==> src/rtl/free_list.sv <==
// Physical-register free list: circular buffer of free tags with two-wide pop
// (dispatch) and push (retire), plus head recovery on branch mispredict.
module free_list #(
    parameter int NUM_PHYS = 64,
    parameter int NUM_FREE = 32
) (
    input  logic                                  clk,
    input  logic                                  reset,
    input  logic [1:0]                            haz_nDispatched,
    input  logic [1:0]                            rob_nRetired,
    input  logic [1:0][$clog2(NUM_PHYS)-1:0]      rob_retireTagOld,
    input  logic                                  br_fub_pred_wrong,
    input  logic [$clog2(NUM_FREE):0]             bs_recov_fl_head,
    output logic [1:0][$clog2(NUM_PHYS)-1:0]      fl_freeRegs,
    output logic [$clog2(NUM_FREE):0]             fl_availableRegs,
    output logic [$clog2(NUM_FREE):0]             fl_head,
    output logic                                  fl_err
);

    localparam int PR_W  = $clog2(NUM_PHYS);
    localparam int IDX_W = $clog2(NUM_FREE);
    localparam int PTR_W = IDX_W + 1;
    localparam logic [PTR_W:0] FULL_CNT = (PTR_W+1)'(NUM_FREE);

    logic [PR_W-1:0]  r_buf [0:NUM_FREE-1];
    logic [PTR_W-1:0] r_head;
    logic [PTR_W-1:0] r_tail;
    logic             r_err;

    logic [PTR_W-1:0] w_count;
    logic [IDX_W-1:0] w_hidx0;
    logic [IDX_W-1:0] w_hidx1;
    logic [IDX_W-1:0] w_tidx0;
    logic [IDX_W-1:0] w_tidx1;
    logic [1:0]       w_nd;
    logic [1:0]       w_nr;
    logic             w_bad_code;
    logic             w_under;
    logic [1:0]       w_pops;
    logic [PTR_W:0]   w_after;
    logic             w_over;
    logic [1:0]       w_push;
    logic [PTR_W-1:0] w_head_nxt;
    logic [PTR_W-1:0] w_tail_nxt;
    logic [PTR_W-1:0] w_recov_cnt;
    logic             w_recov_bad;
    logic             w_err_set;

    assign w_count = r_tail - r_head;
    assign w_hidx0 = r_head[IDX_W-1:0];
    assign w_hidx1 = w_hidx0 + IDX_W'(1);
    assign w_tidx0 = r_tail[IDX_W-1:0];
    assign w_tidx1 = w_tidx0 + IDX_W'(1);

    // An encoding of 3 is illegal for both widths; it is squashed to 0 and flagged.
    assign w_nd       = (haz_nDispatched == 2'd3) ? 2'd0 : haz_nDispatched;
    assign w_nr       = (rob_nRetired == 2'd3)    ? 2'd0 : rob_nRetired;
    assign w_bad_code = (haz_nDispatched == 2'd3) || (rob_nRetired == 2'd3);

    assign w_under = !br_fub_pred_wrong && (PTR_W'(w_nd) > w_count);
    assign w_pops  = (br_fub_pred_wrong || w_under) ? 2'd0 : w_nd;

    // Pops never exceed the current count here, so the difference cannot go negative.
    assign w_after = {1'b0, w_count} + (PTR_W+1)'(w_nr) - (PTR_W+1)'(w_pops);
    assign w_over  = w_after > FULL_CNT;
    assign w_push  = w_over ? 2'd0 : w_nr;

    assign w_tail_nxt  = r_tail + PTR_W'(w_push);
    assign w_head_nxt  = br_fub_pred_wrong ? bs_recov_fl_head : (r_head + PTR_W'(w_pops));
    assign w_recov_cnt = w_tail_nxt - bs_recov_fl_head;
    assign w_recov_bad = br_fub_pred_wrong && ({1'b0, w_recov_cnt} > FULL_CNT);
    assign w_err_set   = w_bad_code || w_under || w_over || w_recov_bad;

    always_ff @(posedge clk or posedge reset) begin
        if (reset) begin
            r_head <= '0;
            r_tail <= PTR_W'(NUM_FREE);
            r_err  <= 1'b0;
        end else begin
            r_head <= w_head_nxt;
            r_tail <= w_tail_nxt;
            if (w_err_set) begin
                r_err <= 1'b1;
            end
        end
    end

    always_ff @(posedge clk or posedge reset) begin
        if (reset) begin
            for (int i = 0; i < NUM_FREE; i++) begin
                r_buf[i] <= PR_W'(NUM_PHYS - NUM_FREE + i);
            end
        end else begin
            if (w_push != 2'd0) begin
                r_buf[w_tidx0] <= rob_retireTagOld[0];
            end
            if (w_push == 2'd2) begin
                r_buf[w_tidx1] <= rob_retireTagOld[1];
            end
        end
    end

    assign fl_freeRegs[0]   = r_buf[w_hidx0];
    assign fl_freeRegs[1]   = r_buf[w_hidx1];
    assign fl_availableRegs = w_count;
    assign fl_head          = r_head;
    assign fl_err           = r_err;

endmodule

==> config.mk <==
export PLATFORM = sky130hd
export DESIGN_NAME = free_list
export DESIGN_NICKNAME = d
export VERILOG_FILES = /design/src/rtl/free_list.sv
export SDC_FILE = /design/constraint.sdc
export NUM_CORES = 1
export LEC_CHECK = 0
export ABC_AREA = 1
export CORE_MARGIN = 2
export CORE_UTILIZATION = 45
export DETAILED_ROUTE_END_ITERATION = 12
export PLACE_DENSITY_LB_ADDON = 0.08
export SYNTH_ARGS = -nofsm -noshare
export SYNTH_HDL_FRONTEND = slang
export SYNTH_SLANG_ARGS = --single-unit
==> constraint.sdc <==
create_clock -name clk -period 15.5 [get_ports clk]
set_input_delay 1.55 -clock clk [delete_from_list [all_inputs] [get_ports clk]]
set_output_delay 1.55 -clock clk [all_outputs]
set_load 0.05 [all_outputs]
==> results.yml <==
run_status:
  outcome: "finished, final reports clean"
timing:
  setup_ws_ns: 6.82
  setup_viol: 0
  tns_ns: 0
  fmax_mhz: 115
  final_hold_viol_count: 0
  grt_setup_unrepaired: "no"
  worstMarginPinSlew_ns: 1.35
  min_period_ns: 8.68
  timing.final.crit_share_pct: 56.0
  hold_ws_ns: 0.554
  slew_headroom_pct: 9.74
  finalMaxSlewViolations: 0
  fin_worst_skew_ns: 0.0201
clock_tree:
  cts_made_buffers: 27
  cts_buffer_depth: 3
  clkTransAtPathRegs_ns: 0.06
  clk_latency_ns: 0.59
  cts_resized: 0
  holdBufCountCts: 0
  cts_sinks: 205
  htreeDepth: 1
  cts_setup_buffers: 0
  tritoncts: "done"
  root_buffer: "clkbuf_16"
die:
  initial_core_util_pct: 45.4
  die_area_mm2: 0.0372
  rows: 69
  die_w_um: 193
  die_h_um: 193
  io_pins: 50
  core_mm2: 0.0353
setup_path:
  crit_slowest_cell: "dfrtp_2"
  startpoint_type: "flop"
  crit_type: "flop to flop"
  setup.worst_path.end_class: "flop"
  cpMostUsedCell: "nand2_1"
  path_max_fanout: 41
  path_buf_inv: 4
  worstPathRequired_ns: 15.93
  crit_arrival_ns: 9.11
  rrSetupSlack_ns: 6.82
  path_delay_family: "simple AND/OR/NAND/NOR gates"
  cpPeakStageDelay_ns: 0.82
detailed_routing:
  drt-initial-drc-count: 2192
  vias_per_cell: 5.74
  totalWireLength_um: 66500
  ant_nets: 0
  routedWlPerCell_um: 21.5
  route.detailed.drc: 0
  first_pass_iters: 6
  vias: 17700
layout:
  area_delta_synth_final_pct: 11.0
  antenna_cells: 0
  nNetsFinal: 2662
  utilization_pct: 50.4
  n_fill_cell: 3778
  multi_input_area_mm2: 0.00903
  drive_gt1_share_pct: 8.87
  regArea_mm2: 0.00528
synthesis:
  ys_top_cells_by_area: "nand2_1, dfstp_2, dfrtp_1"
  ys_warn_count: 0
  yosysMostFrequentCell: "nand2_1"
  synthCells: 2635
  yosysTopAreaCell: "nand2_1"
  synth_seq_cells: 205
  synthesis.area_mm2: 0.0160
  async_flop_share_pct: 100
  synth.net_count: 2692
  synth_enable_flop_cells: 0
  avgSynthCellArea_um2: 6.09
  yosys.area.top_type_share_pct: 24.1
  yosys-top-cells-count: "nand2_1, inv_1, nand3_1"
  yosysSeqAreaShare_pct: 32.9
  synthFlopType: "dfstp_2"
  ys_types: 36
place:
  dp_slack_ns: 7.03
  gp_congestion: 0.963
  portBuffers: 49
  hpwlAfterDp_um: 43200
global_routing:
  globalRoute.totalOverflow: 0
  grt_usage_pct: 36.0
  grt_pass1_wl_um: 99700
  antenna_found_initial: 0
  grt_max_degree: 104
  grt_pass1_vias: 16400
pwr:
  peakVddDrop_mv: 0.213
  finalPower_mw: 3.64
  leakagePower_nw: 8.95
  power_density_mw_per_mm2: 204
worst_hold_path:
  hp-class: "flop to flop"
job:
  drv_cap: 0
## final timing paths
check / end / from / depth (start not counted)
worst min register to register: r_tail[5]$_DFF_PP1_ / r_tail[5]$_DFF_PP1_ / 2
min in group asynchronous: r_buf[66]$_DFF_PP0_ / reset / 2
worst max-delay path: fl_err$_DFFE_PP0P_ / fl_head[1]$_DFF_PP0_ / 34
worst min-delay path: r_tail[5]$_DFF_PP1_ / r_tail[5]$_DFF_PP1_ / 2
max in group asynchronous: fl_head[0]$_DFF_PP0_ / reset / 3
worst max register to register: fl_err$_DFFE_PP0P_ / fl_head[1]$_DFF_PP0_ / 34
## tightest hold or removal path, delay by kind of cell, from the launching register on
kind	cells	cell delay (ns)
xor+xnor	1	0.10
flops	1	0.37
buf+inv	1	0.08
## power breakdown
group | leakage (nW) | switching (mW) | total, mW | internal [mW]
Sequential | 2.21 | 0.139 | 0.930 | 0.791
Combinational | 6.26 | 1.42 | 2.02 | 0.594
Clock | 0.476 | 0.273 | 0.696 | 0.424
## per-stage QoR
| step | cell area, µm² | instances |
|---|---|---|
| global placement | 16800 | 3037 |
| finish | 17800 | 3087 |
| CTS | 17800 | 3087 |
| detailed placement | 16800 | 3037 |
| global route | 17800 | 3087 |
| floorplan | 16000 | 2635 |
## registers in the layout, summed over array words and instances, names as in the netlist
name / count
fl_err: 1
r_buf: 192
r_tail: 6
fl_head: 6
## metal layers
metal,up-vias,routed length (µm),global-route usage (%)
li1,8327,-,-
met3,186,7220,7.06
met1,8198,27400,49.0
met2,1015,29000,55.8
met4,0,2950,14.7
met5,-,0,0
## layout by cell type (no fill, tap or decap), types with 6 or more instances in the layout
cell | netlist | layout
nand2_1 | 1031 | 1031
inv_1 | 307 | 305
nand3_1 | 257 | 257
o21ai_0 | 234 | 234
a21oi_1 | 149 | 149
dfstp_2 | 113 | 113
nor2_1 | 110 | 108
dfrtp_1 | 92 | 90
o211ai_1 | 55 | 55
clkdlybuf4s50_1 | 0 | 47
buf_4 | 1 | 29
clkbuf_16 | 0 | 27
ha_1 | 26 | 25
inv_2 | 15 | 15
o22ai_1 | 13 | 13
clkinv_1 | 12 | 12
nand4_1 | 11 | 11
xor2_1 | 11 | 10
nor3_1 | 10 | 10
clkbuf_8 | 0 | 8
nor2_2 | 8 | 7
nand2_2 | 7 | 7
a31oi_1 | 7 | 7
xnor2_1 | 6 | 6
fa_1 | 6 | 6
## layout make-up
cell class | instances | share of cell area, %
Clock buffer | 39 | 4.50
Clock inverter | 11 | 0.927
Inverter | 334 | 7.09
Multi-Input combinational cell | 1959 | 50.7
Sequential cell | 205 | 29.6
Tap cell | 461 | 3.24
Timing Repair Buffer | 78 | 3.92
## kinds of logic (layout without fill, tap and decap cells)
family | after synthesis | in the layout | synth area share [%]
adder cells (fa/ha/maj) | 32 | 32 | 2.78
XOR/XNOR | 17 | 17 | 0.928
flip-flops | 205 | 205 | 32.9
buffers and inverters | 471 | 462 | 11.1
AND/OR/NAND/NOR | 1440 | 1440 | 36.4
AO/OA/AOI/OAI | 470 | 470 | 15.9
(Power assumes the default switching activity.)
